### src/rtl/fifo_stream_reader.sv
// -----------------------------------------------------------------------------
// fifo_stream_reader
//
// Read-side adapter for a standard-mode (non-FWFT) block-RAM FIFO with a fixed
// read latency. Reads are issued against a credit count so every word fetched
// has a guaranteed slot in a 4-entry skid buffer. The buffered words are then
// presented as a valid/ready stream. Words are never dropped, duplicated or
// reordered, and the FIFO is never read while it reports empty.
//
// Parameters
//   WIDTH       data width, must match the FIFO data width
//   RD_LATENCY  cycles from fifo_rd_en to valid fifo_dout (1 or 2)
//
// Ports
//   clk         FIFO read clock
//   rst         synchronous, active-high reset
//   fifo_rd_en  read strobe to the FIFO (combinational, depends on m_ready)
//   fifo_dout   FIFO read data
//   fifo_empty  FIFO empty flag
//   fifo_rderr  FIFO read-error flag (used only with the error-check option)
//   m_valid     stream word available (registered)
//   m_ready     consumer accepts the word
//   m_data      stream word (registered)
//   err         sticky read-error flag (constant 0 without the option)
//
// Build option
//   FIFO_STREAM_READER_ERRCHK_EN  enables the sticky err flag driven by
//   fifo_rderr and a simulation check that the FIFO is never read while empty.
// -----------------------------------------------------------------------------
module fifo_stream_reader #(
  parameter int WIDTH      = 36,
  parameter int RD_LATENCY = 2
) (
  input  logic             clk,
  input  logic             rst,
  output logic             fifo_rd_en,
  input  logic [WIDTH-1:0] fifo_dout,
  input  logic             fifo_empty,
  input  logic             fifo_rderr,
  output logic             m_valid,
  input  logic             m_ready,
  output logic [WIDTH-1:0] m_data,
  output logic             err
);

  localparam int DEPTH = 4;

  logic [WIDTH-1:0]      skid_mem [DEPTH];
  logic [1:0]            wr_ptr;
  logic [1:0]            rd_ptr;
  logic [2:0]            occ;
  logic [RD_LATENCY-1:0] tracker;   // one bit per read still in the FIFO pipeline
  logic [2:0]            inflight;
  logic [2:0]            credit_need;
  logic                  land;
  logic                  pop;

  // The oldest tracker stage marks the cycle in which fifo_dout is valid.
  assign land = tracker[RD_LATENCY-1];
  assign pop  = m_valid & m_ready;

  // NOTE: give every always_comb output a default before any conditional
  // logic; a path that leaves it unassigned infers a latch.
  always_comb begin
    inflight = '0;
    for (int i = 0; i < RD_LATENCY; i++) begin
      inflight = inflight + {2'b00, tracker[i]};
    end
  end

  // Slots already claimed (buffered plus in flight) minus the slot being freed
  // this cycle. occ + inflight never exceeds 4 and pop implies occ >= 1, so
  // the 3-bit result neither overflows nor underflows.
  assign credit_need = occ + inflight - {2'b00, pop};
  assign fifo_rd_en  = !rst && !fifo_empty && (credit_need < 3'd4);

  // NOTE: sequential state is updated with non-blocking assignments only, so
  // every flop samples the pre-edge value of the others.
  always_ff @(posedge clk) begin
    if (rst) begin
      tracker <= '0;
      wr_ptr  <= '0;
      rd_ptr  <= '0;
      occ     <= '0;
      // NOTE: the skid storage is reset on purpose: m_data is read straight
      // from it and must be 0 out of reset. Larger memories are normally left
      // unreset.
      for (int i = 0; i < DEPTH; i++) begin
        skid_mem[i] <= '0;
      end
    end else begin
      tracker[0] <= fifo_rd_en;
      for (int i = 1; i < RD_LATENCY; i++) begin
        tracker[i] <= tracker[i-1];
      end

      if (land) begin
        skid_mem[wr_ptr] <= fifo_dout;
        wr_ptr           <= wr_ptr + 2'd1;
      end

      if (pop) begin
        rd_ptr <= rd_ptr + 2'd1;
      end

      occ <= occ + {2'b00, land} - {2'b00, pop};
    end
  end

  assign m_valid = (occ != 3'd0);
  assign m_data  = skid_mem[rd_ptr];

`ifdef FIFO_STREAM_READER_ERRCHK_EN
  logic err_q;

  always_ff @(posedge clk) begin
    if (rst) begin
      err_q <= 1'b0;
    end else if (fifo_rderr) begin
      err_q <= 1'b1;
    end
  end

  assign err = err_q;

`ifndef SYNTHESIS
  always @(posedge clk) begin
    if (!rst) begin
      assert (!(fifo_rd_en && fifo_empty))
        else $error("fifo_stream_reader: read issued while FIFO empty");
    end
  end
`endif
`else
  // Error checking is compiled out: the flag is constant and the FIFO error
  // input is deliberately left unconnected.
  logic unused_rderr;
  assign unused_rderr = fifo_rderr;
  assign err          = 1'b0;
`endif

`ifndef SYNTHESIS
  // A landing word must always find a free slot in the skid buffer.
  always @(posedge clk) begin
    if (!rst) begin
      assert ({1'b0, occ} + {1'b0, inflight} <= 4'd4)
        else $error("fifo_stream_reader: occ + inflight exceeds buffer depth");
    end
  end
`endif

endmodule

### config.mk
export PLATFORM = sky130hd
export DESIGN_NAME = fifo_stream_reader
export DESIGN_NICKNAME = d
export VERILOG_FILES = /design/src/rtl/fifo_stream_reader.sv
export SDC_FILE = /design/constraint.sdc
export NUM_CORES = 1
export LEC_CHECK = 0
export ABC_AREA = 1
export ABC_CLOCK_PERIOD_IN_PS = 4600
export CORE_MARGIN = 1.5
export CORE_UTILIZATION = 40
export DETAILED_ROUTE_END_ITERATION = 6
export SLEW_MARGIN = 15
export SYNTH_ARGS = -nofsm -noshare
export SYNTH_HDL_FRONTEND = slang
export SYNTH_SLANG_ARGS = --single-unit
### constraint.sdc
create_clock -name clk -period 4.6 [get_ports clk]
set_clock_uncertainty 0.2 [all_clocks]
set_input_delay 0.92 -clock clk [delete_from_list [all_inputs] [get_ports clk]]
set_output_delay 0.92 -clock clk [all_outputs]
set_load 0.01 [all_outputs]
Word level (Yosys, flattened, before mapping)
Memory sizes are Yosys's and may differ from the RTL's. A register that Yosys moved wholly into a read port is not among the register bits.
Cells that the tools add are included.
W data, S select, Z words.

storage, ports and cells
  memories = 1
  bits in registers = 9
  bits of input ports = 41
  memory bits (writable) = 144

cells by class
  $add $sub $neg = 7
  mux-type cells = 10
  magnitude comparators = 1
  reductions and logical operators = 6
  bitwise logic cells = 1

memories
  memory    words  width  rd ports  clocked after Yosys merged registers in  wr ports  line  source
  skid_mem  4      36     1         1                                        4         48    logic [WIDTH-1:0] skid_mem [DEPTH];

operators with widths
  cell                   number
  $mux W36               1
  $reduce_or A36 Y1      1
  $mux W1                6
  $mux W2                3
  $sub A3 B1 Y3          2
  $add A2 B1 Y2 const B  2
  $add A3 B1 Y3          1
  $add A3 B2 Y3          1
  $lt A3 B3 Y1 const B   1
  $reduce_bool A3 Y1     1
  $add A1 B1 Y2          1
  $logic_and A1 B1 Y1    2
  $logic_not A1 Y1       2
  $and A1 B1 Y1          1

Logic depth before layout (Yosys ltp)
Gate-level depths: netlist (run 1).

  depth after elaboration = 5
  mapped depth = 14
  gate-level depth less buffers = 14

Worst setup path after synthesis (run 1)
No wires, ideal clock.

  path type = register to register
  start = reg wr_ptr[0]
  end = mem skid_mem[1][0], enable pin
  setup time = 0.479 ns
  data arrival time = 3.240 ns
  setup slack = 0.681 ns
  cell stages (with the launch flop) = 3
  cells stage by stage = dfxtp_1 -> nand2_4 -> o21ai_0

RTL lines
  what                    line  source
  from (decl)             49    logic [1:0] wr_ptr;
  from (signal assigned)  99    wr_ptr <= wr_ptr + 2'd1;
  to (decl)               48

Final worst setup path (run 1)
  start = in m_ready
  end = out fifo_rd_en

on the way
  word-level cells in the longest chain between the ends = 4

RTL lines
  what                 line  source
  from (decl)          41    input logic m_ready,
  $and A1 B1 Y1        60    assign pop = m_valid & m_ready;
  named net pop        56    logic pop;
  $sub A3 B1 Y3        74    assign credit_need = occ + inflight - {2'b00, pop};
  $lt A3 B3 Y1         75    assign fifo_rd_en = !rst && !fifo_empty && (credit_need < 3'd4);
  $logic_and A1 B1 Y1  75
  to (decl)            36    output logic fifo_rd_en,

The timed path passes the listed nets, and every way through them passes these cells.

==> impl_metrics.py, run 1 <==
metrics = {
    "cts": {
        "cts_resized": 0,
        "cts_root_buffer": "clkbuf_16",
        "cts_tree": "done",
        "clk_latency_ns": 0.42,
        "numCtsBuffers": 17,
        "cts-htree-levels": 4,
        "cts_hold_buffers": 0,
        "cts.path.max_buffers": 2,
        "clkTransAtPathRegs_ns": 0.06,
        "clock-sinks": 155,
        "postCtsSetupBuffers": 0,
    },
    "synthesis": {
        "netlist_area_um2": 6968,
        "synth_top_family_by_area": "simple AND/OR/NAND/NOR gates",
        "synth-adder-area-share": 0.01185,
        "synth_compound_area_frac": 0.08906,
        "yosysWarnings": 0,
        "synth_cell_types": 25,
        "avgSynthCellArea_um2": 11.13,
        "syn_nets": 673,
        "ys_seq_area_frac": 0.6522,
        "syn_inst": 626,
        "ys_ff_latch": 155,
        "synthXorXnorAreaFrac": 0.001257,
        "muxShareOfSynthArea": 0,
        "synth-simple-area-share": 0.1738,
    },
    "drt": {
        "drt_iter0_drc": 289,
        "routed_wirelength_um": 15850,
        "drc": 0,
        "viasPerCell": 5.023,
        "post_drt_wl_per_cell_um": 17.00,
        "drt_pre_antenna_iters": 5,
        "final_antenna_net_count": 0,
        "num_vias": 4681,
    },
    "job": {
        "drv_cap": 0,
    },
    "worst_setup_path": {
        "startpoint_type": "input port",
        "cp-end-kind": "output pin",
        "cp_max_fo": 4,
        "critPathKind": "input port to output pin",
        "required_ns": 3.48,
        "critPathArrivalTime_ns": 3.11,
    },
    "placement": {
        "port_buffers": 77,
        "dp_hpwl_um": 8795,
        "place.gp.congestion": 0.7536,
    },
    "floorplanning": {
        "io_pins": 80,
        "start_util": 0.4057,
        "floorplan.die_area_um2": 18220,
        "fp.dieH_um": 135.0,
        "core_area_um2": 17180,
        "fp-row-count": 48,
        "die_x_um": 135.0,
    },
    "timing": {
        "max_freq_mhz": 236.6,
        "tightest_slew_ns": 1.062,
        "finalSetupViolations": 0,
        "rsz0062_at_grt": "false",
        "finalHoldViolCount": 0,
        "final-max-slew-violation-count": 0,
        "setup-tns-final_ns": 0,
        "min_period_over_period": 0.9190,
        "relSlewSlack": 0.2923,
        "period_minus_slack_ns": 4.227,
    },
    "final_layout": {
        "multiInputGateArea_um2": 1954,
        "fill_cells": 1572,
        "seq_area_um2": 4546,
        "final_nets": 741,
        "diodes": 0,
        "drive_gt1_frac": 0.1188,
        "area_delta_synth_final_pct": 20.96,
    },
    "grt": {
        "use_met3": 0.03491,
        "use_met2": 0.3313,
        "grt_pass1_wl_um": 24900,
        "grt_max_degree": 74,
        "top_usage_layer": "met2",
        "overflow": 0,
        "grt_pass1_vias": 4777,
        "grt_use_total": 0.1835,
        "grtUsageMet1": 0.2173,
        "antenna_found_initial": 0,
    },
    "hold_path": {
        "hp-class": "flop to flop",
    },
    "power": {
        "power_density_nw_per_um2": 492.1,
        "total_power_w": 0.004148,
        "power.static_leakage_nw": 3.187,
        "peakVddDrop_mv": 0.2788,
    },
    "status": {
        "outcome": "finished, final reports clean",
    },
}
## registers in the layout, indices dropped and copies added, names as in the netlist, named ones only
name / count
skid_mem: 144
rd_ptr: 2
tracker: 2
occ: 3
wr_ptr: 2
## per-layer routing
metal	vias to the layer above	routed length (um)	part of all wire
met5	-	0	0
met4	0	269	0.017
met3	20	881	0.056
met2	126	7988	0.50
met1	2259	6705	0.42
li1	2276	-	-
## stage by stage
stage | instance area (um^2) | setup slack (ns) | hold slack, ns | std cells | util
finish | 8428 | 0.3728 | 0.2429 | 932 | 0.4907
global route | 8428 | 0.2113 | 0.2708 | 932 | 0.4907
CTS | 8428 | 0.3628 | 0.2455 | 932 | 0.4907
detailed placement | 7868 | 0.3684 | 0.2372 | 900 | 0.4580
global placement | 7868 | 0.4008 | 0.2363 | 900 | 0.4580
floorplan | 6968 | 0.6806 | 0.2151 | 626 | -
## logic make-up after synthesis
kind of cell / Yosys count
simple gates: 252
xor+xnor: 1
other cells: 1
flops: 155
compound gates: 115
fa+ha+maj: 6
buf+inv: 96
## worst paths after layout
kind / startpoint / end / slack [ns] / depth (start not counted)
max: m_ready / fifo_rd_en / 0.37 / 14
min: tracker[0] / tracker[1] / 0.24 / 2
max reg2reg: wr_ptr[1] / skid_mem[1][20] / 2.19 / 4
min reg2reg: tracker[0] / tracker[1] / 0.24 / 2
## final cells by class
| cell class | instances | area share |
|---|---|---|
| Inverter | 56 | 0.02524 |
| Timing Repair Buffer | 89 | 0.1036 |
| Clock buffer | 20 | 0.05181 |
| Multi-Input combinational cell | 375 | 0.2319 |
| Sequential cell | 155 | 0.5393 |
| Clock inverter | 12 | 0.01470 |
| Tap cell | 225 | 0.03340 |
## where the power goes
group	leakage, nW	internal [W]	switching, W
Sequential	1.58	0.00165	0.0000392
Combinational	1.35	0.000469	0.000659
Clock	0.259	0.000793	0.000541
## cell usage after synthesis
| master | number | share of area |
|---|---|---|
| nor3_2 | 34 | 0.049 |
| o22ai_1 | 36 | 0.032 |
| nor2_1 | 190 | 0.10 |
| nor3_1 | 2 | 0.0014 |
| xor2_1 | 1 | 0.0013 |
| inv_4 | 1 | 0.00090 |
| nor2_8 | 1 | 0.0029 |
| ha_1 | 5 | 0.0090 |
| inv_2 | 1 | 0.00054 |
| clkbuf_1 | 10 | 0.0054 |
| o21ai_1 | 5 | 0.0036 |
| fa_1 | 1 | 0.0029 |
| buf_6 | 14 | 0.023 |
| conb_1 | 1 | 0.00054 |
| inv_1 | 54 | 0.029 |
| a21oi_1 | 4 | 0.0029 |
| nand3_1 | 3 | 0.0022 |
| nand2_4 | 4 | 0.0065 |
| buf_2 | 11 | 0.0079 |
| nand2_1 | 18 | 0.0097 |
| edfxtp_1 | 144 | 0.62 |
| o21ai_0 | 70 | 0.050 |
| buf_1 | 1 | 0.00054 |
| buf_4 | 4 | 0.0043 |
| dfxtp_1 | 11 | 0.032 |
## worst max-delay path: stages
cell and delay [ns]:
clkdlybuf4s50_1 0.44, nand2_1 0.14, inv_1 0.08, ha_1 0.27, inv_1 0.04, ha_1 0.26
nand2_1 0.06, nand2_1 0.04, nand2_1 0.05, nand2_1 0.06, nand2_1 0.06, nand2_1 0.06
nor2_1 0.09, clkdlybuf4s50_1 0.54
## placed cells by master, fill, tap and decap left out, types with 11 or more instances in the layout
| cell | count |
|---|---|
| nor2_1 | 190 |
| clkbuf_16 | 17 |
| clkdlybuf4s50_1 | 77 |
| buf_4 | 11 |
| nand2_1 | 16 |
| nor3_2 | 34 |
| edfxtp_1 | 144 |
| inv_1 | 54 |
| o21ai_0 | 68 |
| o22ai_1 | 36 |
Note: power is estimated with default switching activity, not from simulation.
==> inputs of run 2 (changes only) <==
Settings changed: ABC_CLOCK_PERIOD_IN_PS 4600 to default, HOLD_SLACK_MARGIN from default to 0.1.
Clock period 4.6 ns to 3.61 ns, I/O delays scaled along.
==> run 2 against run 1 <==
Net effect: sequential power up 27%; setup slack worse by 0.17 ns; sequential share of layout area fell by 0.36 points; routed wire length about the same; highest routed layer unchanged.
==> impl_metrics.py, run 2 (synthesized netlist as in run 1, its figures left out) <==
metrics = {
    "cts": {
        "clk_latency_ns": 0.42,
        "cts.path.max_buffers": 2,
        "cts-htree-levels": 4,
        "clkTransAtPathRegs_ns": 0.06,
        "clock-sinks": 155,
        "cts_root_buffer": "clkbuf_16",
        "cts_hold_buffers": 0,
        "numCtsBuffers": 17,
        "cts_tree": "done",
    },
    "final_layout": {
        "largestRegisters": "skid_mem x144, occ x3",
        "drive_gt1_frac": 0.1327,
        "layout_commonest_cell": "nor2_1",
        "fill_cells": 1601,
        "diodes": 0,
        "area_delta_synth_final_pct": 21.76,
        "layout_common_cells": "nor2_1 (190), edfxtp_1 (144), clkdlybuf4s50_1 (76), o21ai_0 (68), inv_1 (54)",
        "design_area_um2": 8484,
        "largest_reg_flops": 144,
        "regMostFlops": "skid_mem",
        "final_nets": 750,
    },
    "timing": {
        "finalSetupViolations": 0,
        "hold-worst-slack_ns": 0.2428,
        "relSlewSlack": 0.3874,
        "min_period_over_period": 0.9428,
        "finalHoldViolCount": 0,
        "tightest_slew_ns": 0.9155,
        "final-max-slew-violation-count": 0,
        "max_freq_mhz": 293.8,
        "rsz0062_at_grt": "false",
        "period_minus_slack_ns": 3.404,
    },
    "power": {
        "p_seq_frac": 0.413,
        "p_int_w": 0.003634,
        "peakVddDrop_mv": 0.3069,
        "power_density_nw_per_um2": 613.0,
        "sw_frac_of_total": 0.3013,
        "clockPowerShare": 0.302,
        "switchingPower_w": 0.001567,
        "power_frac_comb": 0.285,
        "power.static_leakage_nw": 3.244,
    },
    "placement": {
        "post_dp_cell_area_um2": 7973,
        "place.gp.congestion": 0.7856,
        "dp_hpwl_um": 8918,
        "port_buffers": 77,
    },
    "floorplanning": {
        "core_area_um2": 17180,
        "start_util": 0.4057,
        "die_x_um": 135.0,
        "fp.dieH_um": 135.0,
        "fp-row-count": 48,
        "floorplan.die_area_um2": 18220,
        "io_pins": 80,
    },
    "job": {
        "drv_cap": 0,
    },
    "worst_setup_path": {
        "worstPathCellList": "clkdlybuf4s50_1, nand2_1, inv_1, ha_1, inv_1, ha_1, nand2_1, nand2_1, nand2_1, nand2_1, nand2_1, nand2_1, nor2_1, clkbuf_2",
        "critPathSlowestCell": "clkdlybuf4s50_1",
        "critPathMaxStageDelay_ns": 0.42,
        "path_buf_inv": 4,
        "critPathTopFamily": "buffers and inverters",
        "startpoint_type": "input port",
        "critPathArrivalTime_ns": 2.48,
        "crit_top_cell": "nand2_1",
        "cp_max_fo": 2,
        "critPathKind": "input port to output pin",
        "required_ns": 2.69,
        "cp-end-kind": "output pin",
    },
    "drt": {
        "routed_wirelength_um": 15850,
        "num_vias": 4791,
        "post_drt_wl_per_cell_um": 16.84,
        "drt_iter0_drc": 271,
        "final_antenna_net_count": 0,
        "viasPerCell": 5.091,
        "drc": 0,
        "drt_pre_antenna_iters": 4,
    },
    "grt": {
        "antenna_found_initial": 0,
        "grt_use_total": 0.1827,
        "overflow": 0,
        "grt_max_degree": 74,
        "grt_pass1_vias": 4852,
        "grt_pass1_wl_um": 24980,
    },
    "hold_path": {
        "hp-class": "flop to flop",
    },
    "status": {
        "outcome": "finished, final reports clean",
    },
}
run 2: cell count changes in the layout (fill, tap and decap cells not counted), sizes merged:
cell           before  now
clkinvlp            4    2
inv                57   56
clkinv              5    7
bufinv              2    0
clkbuf             20   24
clkdlybuf4s50      77   76
buf                12   21
run 2: worst paths after layout:
| check | startpoint | to | slack [ns] | depth (start not counted) |
|---|---|---|---|---|
| setup reg to reg | occ[1] | occ[2] | 1.34 | 13 |
| hold reg to reg | tracker[0] | tracker[1] | 0.24 | 2 |
| hold / removal | tracker[0] | tracker[1] | 0.24 | 2 |
| setup / recovery | m_ready | fifo_rd_en | 0.21 | 14 |
run 2: cell type report:
cell class	instances	area (um^2)	share of cell area
inverters	56	212.7	0.02507
repair buffers	98	973.4	0.1147
well taps	225	281.5	0.03318
clock buffers	23	467.9	0.05515
multi-input cells	375	1954	0.2303
flip-flops and latches	155	4546	0.5358
clock inverters	9	48.80	0.005751
run 2: worst register-to-register path, delay by kind of cell (launching register included):
family / cells / cell delay (ns)
fa+ha+maj: 3 / 0.81
buf+inv: 4 / 0.32
flops: 1 / 0.33
simple gates: 6 / 0.52
run 2: stage by stage:
stage	cells	total power [W]	setup WS, ns	setup TNS (ns)	util
2_1_floorplan	626	0.002995	0.6668	0	-
3_3_place_gp	909	0.003648	-0.1063	-0.1063	0.4642
3_5_place_dp	909	0.003686	-0.1898	-0.1898	0.4642
4_1_cts	941	0.005248	0.07788	0	0.4942
5_1_grt	941	0.005451	0.02168	0	0.4940
6_report	941	0.005201	0.2063	0	0.4940
run 2: what timing repair did:
item / in CTS / in global routing
resized for setup: 1 / 2
buffers inserted: 0 / 0
endpoints found under the setup margin: 1 / 1
run 2: power groups by stage:
stage | combinational, W | clock (W) | sequential (W)
global route | 0.00164 | 0.00166 | 0.00216
detailed placement | 0.00150 | 0 | 0.00218
global placement | 0.00147 | 0 | 0.00218
finish | 0.00148 | 0.00157 | 0.00215
floorplan | 0.000822 | 0 | 0.00217
CTS | 0.00151 | 0.00159 | 0.00215
run 2: layer usage:
layer | GRT usage | part of all wire | up-vias
met2 | 0.3245 | 0.52 | 132
met5 | 0 | 0 | -
met1 | 0.2164 | 0.41 | 2339
met3 | 0.04279 | 0.048 | 19
li1 | - | - | 2301
met4 | 0.06571 | 0.015 | 0
